**src/rtl/nonlinear_round_controller_if.sv**
```systemverilog
// rtl/nonlinear_round_controller_if.sv - block request/response handshake bundle for the round controller
interface nonlinear_round_controller_if #(
  parameter int N = 8
);
  logic         in_valid;
  logic         in_ready;
  logic [N-1:0] in_data;
  logic [N-1:0] in_key;
  logic         out_valid;
  logic         out_ready;
  logic [N-1:0] out_data;

  // Requester / consumer side
  modport master (
    output in_valid,
    output in_data,
    output in_key,
    output out_ready,
    input  in_ready,
    input  out_valid,
    input  out_data
  );

  // Controller side
  modport slave (
    input  in_valid,
    input  in_data,
    input  in_key,
    input  out_ready,
    output in_ready,
    output out_valid,
    output out_data
  );
endinterface

```
**src/rtl/nonlinear_round_controller.sv**
```systemverilog
// rtl/nonlinear_round_controller.sv - iterative multi-round nonlinear cipher engine with in-flight key schedule
module nonlinear_round_controller #(
  parameter int N      = 8,
  parameter int ROUNDS = 4
) (
  input  logic                      clk,
  input  logic                      rst_n,
  nonlinear_round_controller_if.slave io,
  output logic                      busy,
  output logic [7:0]                round_idx
);

  typedef enum logic [1:0] {
    ST_IDLE = 2'd0,
    ST_RUN  = 2'd1,
    ST_DONE = 2'd2
  } state_e;

  // Index of the final round; the counter holds here through DONE.
  localparam logic [7:0] LAST_IDX = 8'(ROUNDS - 1);

  state_e       fsm_q, fsm_d;
  logic [N-1:0] data_q, data_d;
  logic [N-1:0] key_q, key_d;
  logic [7:0]   idx_q, idx_d;

  logic [N-1:0] mix;
  logic [N-1:0] round_out;
  logic [N-1:0] key_next;

  // Nonlinear round: whiten with the key, then fold in the key-gated upper neighbour bit.
  always_comb begin
    mix       = data_q ^ key_q;
    round_out = '0;
    for (int i = 0; i < N; i++) begin
      round_out[i] = mix[i] ^ (mix[(i + 1) % N] & key_q[i]);
    end
  end

  // Key schedule: rotate left by one and mix in the round number (truncated or zero-extended to N).
  always_comb begin
    key_next = {key_q[N-2:0], key_q[N-1]} ^ N'(idx_q);
  end

  // Next-state and handshake outputs; outputs depend on the state register only.
  always_comb begin
    fsm_d  = fsm_q;
    data_d = data_q;
    key_d  = key_q;
    idx_d  = idx_q;

    io.in_ready  = 1'b0;
    io.out_valid = 1'b0;
    busy         = 1'b1;

    case (fsm_q)
      ST_IDLE: begin
        io.in_ready = 1'b1;
        busy        = 1'b0;
        if (io.in_valid) begin
          data_d = io.in_data;
          key_d  = io.in_key;
          idx_d  = 8'd0;
          fsm_d  = ST_RUN;
        end
      end

      ST_RUN: begin
        data_d = round_out;
        key_d  = key_next;
        if (idx_q == LAST_IDX) begin
          fsm_d = ST_DONE;
        end else begin
          idx_d = idx_q + 8'd1;
        end
      end

      ST_DONE: begin
        io.out_valid = 1'b1;
        if (io.out_ready) begin
          idx_d = 8'd0;
          fsm_d = ST_IDLE;
        end
      end

      default: begin
        fsm_d = ST_IDLE;
        idx_d = 8'd0;
      end
    endcase
  end

  // The ciphertext is the state register itself; it lingers in IDLE until the next block loads.
  always_comb begin
    io.out_data = data_q;
    round_idx   = idx_q;
  end

  // State, datapath and key registers; reset discards any block in flight.
  always_ff @(posedge clk or negedge rst_n) begin
    if (!rst_n) begin
      fsm_q  <= ST_IDLE;
      data_q <= '0;
      key_q  <= '0;
      idx_q  <= 8'd0;
    end else begin
      fsm_q  <= fsm_d;
      data_q <= data_d;
      key_q  <= key_d;
      idx_q  <= idx_d;
    end
  end

endmodule

```
**src/flat_wrapper.sv**
```systemverilog
// flat-port wrapper written by rule: the top's interface ports become plain ports
module nonlinear_round_controller_flat 
#(
  parameter int N      = 8,
  parameter int ROUNDS = 4
)
  (clk, rst_n, busy, round_idx, io_in_valid, io_in_data, io_in_key, io_out_ready, io_in_ready, io_out_valid, io_out_data);
  nonlinear_round_controller_if #(.N(N)) io_i ();
  input  logic clk;
  input  logic rst_n;
  output logic busy;
  output logic [7:0] round_idx;
  input wire logic [$bits(io_i.in_valid)-1:0] io_in_valid;
  input wire logic [$bits(io_i.in_data)-1:0] io_in_data;
  input wire logic [$bits(io_i.in_key)-1:0] io_in_key;
  input wire logic [$bits(io_i.out_ready)-1:0] io_out_ready;
  output wire logic [$bits(io_i.in_ready)-1:0] io_in_ready;
  output wire logic [$bits(io_i.out_valid)-1:0] io_out_valid;
  output wire logic [$bits(io_i.out_data)-1:0] io_out_data;
  assign io_i.in_valid = io_in_valid;
  assign io_i.in_data = io_in_data;
  assign io_i.in_key = io_in_key;
  assign io_i.out_ready = io_out_ready;
  assign io_in_ready = io_i.in_ready;
  assign io_out_valid = io_i.out_valid;
  assign io_out_data = io_i.out_data;
  nonlinear_round_controller #(.N(N), .ROUNDS(ROUNDS)) u_core (.clk(clk), .rst_n(rst_n), .io(io_i), .busy(busy), .round_idx(round_idx));
endmodule
```
**config.mk**
```make
export PLATFORM = sky130hd
export DESIGN_NAME = nonlinear_round_controller_flat
export DESIGN_NICKNAME = d
export VERILOG_FILES = /design/src/rtl/nonlinear_round_controller_if.sv /design/src/rtl/nonlinear_round_controller.sv /design/src/flat_wrapper.sv
export SDC_FILE = /design/constraint.sdc
export NUM_CORES = 1
export LEC_CHECK = 0
export CORE_ASPECT_RATIO = 0.8
export CORE_MARGIN = 2
export CORE_UTILIZATION = 49
export DETAILED_ROUTE_END_ITERATION = 7
export MAX_ROUTING_LAYER = met4
export PLACE_DENSITY = 0.8
export SLEW_MARGIN = 40
export SYNTH_ARGS = -nofsm -noshare
export SYNTH_HDL_FRONTEND = slang
export SYNTH_SLANG_ARGS = --single-unit
```
**constraint.sdc**
```tcl
create_clock -name clk -period 1.85 [get_ports clk]
set_clock_uncertainty 0.1 [all_clocks]
set_input_delay 0.37 -clock clk [delete_from_list [all_inputs] [get_ports clk]]
set_output_delay 0.37 -clock clk [all_outputs]
set_load 0.005 [all_outputs]
```
==> reports/qor.yml, run 1 <==
place:
  dp_hpwl_um: 2888
  place_congestion: 0.8099
  port_buffers: 38
  place_ws_ns: -0.02855
clock_network:
  clockRootBuffer: "clkbuf_8"
  cts_inserted_buffers: 3
  htree_levels: 1
  ctsHoldBuffers: 0
  tritoncts: "done"
  clk_latency_ns: 0.28
  clkTransAtPathRegs_ns: 0.10
  clock_path_buffers: 2
  clock-sinks: 26
detailed_routing:
  drcViolationCount: 0
  vias_per_cell: 5.976
  drtIter0Drc: 75
  wl_per_cell_um: 16.42
  ant_nets: 0
  drt-pass1-iter-count: 4
  routed_wl_um: 4089
  dr_total_vias: 1488
finish:
  num-nets-final: 231
  area_delta_synth_final_pct: 37.81
  antenna_cells: 0
  drive_above_1_share_pct: 16.75
  fin_util_pct: 71.46
yosys:
  syn_inst: 162
  yosys.area.top_type: "dfrtp_1"
  synth_area_sq_mm: 0.001612
  synth_seq_cells: 26
  synthMostInstantiatedCell: "dfrtp_1"
  ys_top_cells_by_area: "dfrtp_1 40%, o22a_1 9.2%, xnor2_1 8.7%"
  synth.top_cell.area_share_pct: 40.37
  synth_edf_count: 0
  yosys_warnings: 0
  syn_area_per_cell_sq_um: 9.948
  ys.flop_type: "dfrtp_1"
  synthArstFlopShare_pct: 100.0
  synth_common_cells: "26 x dfrtp_1, 18 x a21oi_1, 17 x o22a_1"
  synth_nets: 183
  synthDistinctLibCells: 34
  yosysSeqAreaShare_pct: 40.37
floorplan:
  rows: 18
  start_util_pct: 51.85
  die_w_um: 68.12
  fp.dieH_um: 55.30
  core_area_sq_mm: 0.003108
  die_area_sq_mm: 0.003766
  num_io_pins: 39
global_route:
  grt-ovfl-total: 0
  grt_max_degree: 33
  grt.total_usage_pct: 23.65
  antenna_found_initial: 0
  grt_pass1_vias: 1455
  grt_pass1_wl_um: 6693
sta:
  max_slew_margin_pct: 74.10
  setup_viol: 0
  clock.fmax_mhz: 549.9
  rsz0062_at_grt: "false"
  worst_pin_slew_ns: 0.3856
  period_share_pct: 98.29
  fin_crit_ns: 1.818
  finalHoldViolCount: 0
  fin_hold_ws_ns: 0.3628
  layout_setup_ws_ns: 0.03163
  drv_slew: 0
power_and_ir_drop:
  p_sw_mw: 1.481
  ir_worst_vdd_mv: 0.9908
  seq_power_share_pct: 30.0
  p_per_area_mw_per_mm2: 1696
  power.leakage_nw: 0.8853
  p_clk_share_pct: 12.6
  pwr-share-comb_pct: 57.4
  intPower_mw: 2.286
  sw_frac_of_total_pct: 39.31
  p_total_mw: 3.767
critical_path:
  critPathMaxStageDelay_ns: 0.50
  startpoint_type: "flop"
  crit_arrival_ns: 1.35
  cp_top_family: "buffers and inverters"
  crit_path_top_delay_cell: "clkdlybuf4s50_1"
  path_max_fanout: 7
  cp_cell_sequence: "buf_4 -> clkdlybuf4s50_1"
  path_class: "flop to output port"
  end_kind: "output port"
  crit_buf_inv: 2
  crit_required_ns: 1.38
job:
  cap_viol_max_count: 0
status:
  status: "completed"
worst_hold_path:
  hold_class: "primary input to asynchronous set/reset pin"
-- metal layers --
metal / GRT usage (%) / routed length, um / up-vias
met4: 4.286 / 25 / 0
met2: 37.73 / 2026 / 45
li1: - / - / 711
met1: 31.52 / 1799 / 728
met5: - / 0 / -
met3: 4.684 / 237 / 4
-- cell usage in the layout, fill, tap and decap left out, drive strengths merged, types with 2 or more instances in the layout --
master,synthesis,final
o22a,17,17
nor2,2,2
o21a,2,2
dfrtp,26,26
o21ai,4,4
clkdlybuf4s50,0,35
buf,7,16
a211o,3,3
nand3,4,4
a21oi,18,18
clkbuf,4,3
xnor2,16,16
nor2b,2,2
nor3,3,3
and3,6,6
or2,2,2
nor3b,16,16
nand2,10,10
a41oi,9,9
-- cell type report --
class | count | area (sq um)
tap | 40 | 50.05
multi-input combinational | 124 | 923.4
sequential | 26 | 654.4
fill | 224 | 887.1
timing repair buffer | 54 | 518.0
clock inverter | 1 | 30.03
clock buffer | 3 | 41.29
inverter | 1 | 3.754
-- repair_timing --
action / 4_1_cts / 5_1_grt
gates resized for setup: 4 / 7
setup endpoints to repair: 4 / 9
buffers inserted: 2 / 1
-- kinds of logic (layout without fill, tap and decap cells) --
family | count (synthesis) | after routing | synth area share [%]
adders and majority gates | 1 | 1 | 0.7763
DFF | 26 | 26 | 40.37
and+or+nand+nor | 48 | 48 | 19.10
AOI/OAI and AO/OA | 58 | 58 | 27.25
buffers and inverters | 12 | 59 | 3.183
xor gates and xnor gates | 16 | 16 | 8.695
muxes | 1 | 1 | 0.6211
-- metrics by stage --
stage          area, sq um  TNS (ns)  instances
6_report              2221         0        249
4_1_cts               2192         0        248
3_3_place_gp          2105         0        242
2_1_floorplan         1612         0        162
3_5_place_dp          2105  -0.09227        242
5_1_grt               2221         0        249
-- flip-flops by register name, summed over array words and instances, names as in the netlist --
signal,flops
u_core.fsm_q,2
u_core.key_q,8
u_core.round_idx,8
u_core.io.out_data,8
-- power groups by stage --
stage	combinational (mW)	sequential [mW]	clock, mW
after floorplan	1.34	1.06	0
after global placement	2.00	1.12	0
after detailed placement	2.07	1.14	0
after CTS	2.12	1.12	0.484
after global routing	2.35	1.16	0.507
final	2.16	1.13	0.474
-- worst paths after layout --
kind	slack [ns]	startpoint	depth (start not counted)	end
min in group clk	0.47	u_core.io.out_data[6]$_DFFE_PN0P_	1	u_core.io.out_data[6]$_DFFE_PN0P_
max in group asynchronous	1.02	rst_n	2	u_core.round_idx[2]$_DFFE_PN0P_
hold / removal	0.36	rst_n	2	u_core.key_q[3]$_DFFE_PN0P_
setup reg to reg	0.08	u_core.fsm_q[1]$_DFFE_PN0P_	6	u_core.round_idx[5]$_DFFE_PN0P_
setup / recovery	0.03	u_core.round_idx[4]$_DFFE_PN0P_	2	round_idx[4]
hold reg to reg	0.47	u_core.io.out_data[6]$_DFFE_PN0P_	1	u_core.io.out_data[6]$_DFFE_PN0P_
No activity file was read; power rests on OpenSTA's default activity.
==> inputs of run 2 (changes only) <==
- CORE_MARGIN: 2 -> 3
- GPL_TIMING_DRIVEN: unset -> 1
==> run 2 against run 1 <==
Against the previous run:
- non-clock buffer count up 4
- final area unchanged
- worst hold slack worse by 0.0015 ns
- die area up 6.7%
- final cell count up 0.40%
- fmax up 0.94%
- critical endpoint is now round_idx[6]
- sequential cell count unchanged
==> reports/qor.yml, run 2 (synthesis results as in run 1) <==
power_and_ir_drop:
  sw_frac_of_total_pct: 40.47  # was 39.31%
  p_per_area_mw_per_mm2: 1615  # was 1696 mW/mm^2
  power.leakage_nw: 0.8934  # was 0.8853 nW
  p_clk_share_pct: 9.0  # was 12.6%
  p_sw_mw: 1.452  # was 1.481 mW
  intPower_mw: 2.136  # was 2.286 mW
  ir_worst_vdd_mv: 0.7893  # was 0.9908 mV
  seq_power_share_pct: 31.1  # was 30.0%
  pwr-share-comb_pct: 59.9  # was 57.4%
critical_path:
  crit_required_ns: 1.38  # about the same
  crit_start: "u_core.round_idx[6]$_DFFE_PN0P_"  # was u_core.round_idx[4]$_DFFE_PN0P_
  path_max_fanout: 6  # was 7
  r2r-start: "u_core.round_idx[4]$_DFFE_PN0P_"  # was u_core.fsm_q[1]$_DFFE_PN0P_
  startpoint_type: "flop"  # unchanged
  path_class: "flop to output port"  # unchanged
  end_kind: "output port"  # unchanged
  crit_arrival_ns: 1.33  # was 1.35 ns
finish:
  final_cell_mix: "35 x clkdlybuf4s50_1, 24 x dfrtp_1, 18 x a21oi_1, 17 x o22a_1, 17 x buf_4"  # was 35 x clkdlybuf4s50_1, 23 x dfrtp_1, 18 x a21oi_1, 17 x o22a_1
  drive_above_1_share_pct: 18.40  # was 16.75%
  antenna_cells: 0  # unchanged
  final_common_cell: "clkdlybuf4s50_1"  # unchanged
  num-nets-final: 235  # was 231
  area_delta_synth_final_pct: 37.81  # unchanged
  fin_util_pct: 75.66  # was 71.46%
  final_area_sq_mm: 0.002221  # unchanged
global_route:
  grt-ovfl-total: 0  # unchanged
  grt_pass1_wl_um: 6975  # was 6693 um
  grt_max_degree: 27  # was 33
  antenna_found_initial: 0  # unchanged
  grt_pass1_vias: 1480  # was 1,455
  grt.total_usage_pct: 22.23  # was 23.65%
sta:
  fin_hold_ws_ns: 0.3613  # was 0.3628 ns
  period_share_pct: 97.38  # was 98.29%
  max_slew_margin_pct: 74.21  # was 74.10%
  worst_pin_slew_ns: 0.3839  # was 0.3856 ns
  finalHoldViolCount: 0  # unchanged
  drv_slew: 0  # unchanged
  clock.fmax_mhz: 555.1  # was 549.9 MHz
  setup_viol: 0  # unchanged
  fin_crit_ns: 1.801  # was 1.818 ns
  rsz0062_at_grt: "false"  # unchanged
detailed_routing:
  routed_wl_um: 4048  # was 4089 um
  wl_per_cell_um: 16.19  # was 16.42 um
  ant_nets: 0  # unchanged
  dr_total_vias: 1486  # was 1,488
  drt-pass1-iter-count: 5  # was 4
  vias_per_cell: 5.944  # was 5.976
  drcViolationCount: 0  # unchanged
  drtIter0Drc: 73  # was 75
worst_hold_path:
  hold_class: "primary input to asynchronous set/reset pin"  # unchanged
floorplan:
  rows: 17  # was 18
  num_io_pins: 39  # unchanged
  die_area_sq_mm: 0.004017  # was 0.003766 sq mm
  start_util_pct: 54.90  # was 51.85%
  die_w_um: 70.12  # was 68.12 um
  fp.dieH_um: 57.30  # was 55.30 um
  core_area_sq_mm: 0.002935  # was 0.003108 sq mm
job:
  cap_viol_max_count: 0  # unchanged
place:
  dp_hpwl_um: 2954  # was 2888 um
  port_buffers: 38  # unchanged
  dpl-instance-area_sq_mm: 0.002132  # was 0.002105 sq mm
  place_congestion: 0.8224  # was 0.8099
clock_network:
  clock_path_buffers: 2  # unchanged
  clk_latency_ns: 0.27  # was 0.28 ns
  clkTransAtPathRegs_ns: 0.08  # was 0.10 ns
  clockRootBuffer: "clkbuf_8"  # unchanged
  clock-sinks: 26  # unchanged
  htree_levels: 1  # unchanged
  tritoncts: "done"  # unchanged
  cts_inserted_buffers: 3  # unchanged
status:
  status: "completed"  # unchanged
run 2: cell count changes in the layout (fill, tap and decap cells not counted), sizes merged:
cell	change
bufinv	-1
dlymetal6s2s	-1
buf	+4
clkdlybuf4s15	-1
dlygate4sd2	+2
run 2: path summary, 6_finish.rpt:
path / slack, ns / to / cells after the start
max: 0.05 / round_idx[6] / 2
min: 0.36 / u_core.round_idx[4]$_DFFE_PN0P_ / 2
max reg2reg: 0.06 / u_core.round_idx[5]$_DFFE_PN0P_ / 5
min reg2reg: 0.47 / u_core.io.out_data[4]$_DFFE_PN0P_ / 1
max in group asynchronous: 1.01 / u_core.round_idx[3]$_DFFE_PN0P_ / 2
min in group clk: 0.47 / u_core.io.out_data[4]$_DFFE_PN0P_ / 1
run 2: timing repair:
item                                    4_1_cts  5_1_grt
endpoints found under the setup margin        3        8
setup buffers                                 1        2
resized for setup                             6        5
hold buffers                                  0        0
run 2: worst max-delay path: stages, from the launching register on:
cell	delay, ns
dfrtp_1	0.42
buf_6	0.14
clkdlybuf4s50_1	0.50
run 2: final cells by class:
type	count	area, sq um
multi-input combinational	124	928.4
sequential	26	653.1
inverter	1	3.754
tap	38	47.55
timing repair buffer	58	546.8
clock buffer	3	41.29
fill	208	714.4
run 2: per-stage QoR:
stage	instances	total power, mW	setup TNS, ns	setup slack [ns]
after global placement	244	3.153	0	0.02998
after detailed placement	244	3.220	-0.002234	-0.002234
final	250	3.588	0	0.04855
after global routing	250	3.864	0	0.005847
after floorplan	162	2.408	0	0.1359
after CTS	248	3.566	0	0.004704
run 2: layer usage:
metal	GRT usage, %	vias to the layer above	share of wire [%]
li1	-	716	-
met1	29.41	715	47
met2	35.67	51	45
met3	4.930	4	6.9
met4	4.098	0	0.77
met5	-	-	0
run 2: power groups by stage:
| stage | Clock [mW] | Combinational [mW] | Sequential, mW |
|---|---|---|---|
| after floorplan | 0 | 1.34 | 1.06 |
| after global placement | 0 | 2.05 | 1.10 |
| after detailed placement | 0 | 2.10 | 1.12 |
| after CTS | 0.329 | 2.12 | 1.12 |
| after global routing | 0.354 | 2.35 | 1.16 |
| final | 0.323 | 2.15 | 1.12 |
==> inputs of run 3 (changes only) <==
- SLEW_MARGIN: 40 -> 20
==> results of run 3 <==
No change in the layout: final DEF, timing and power equal those of run 2.
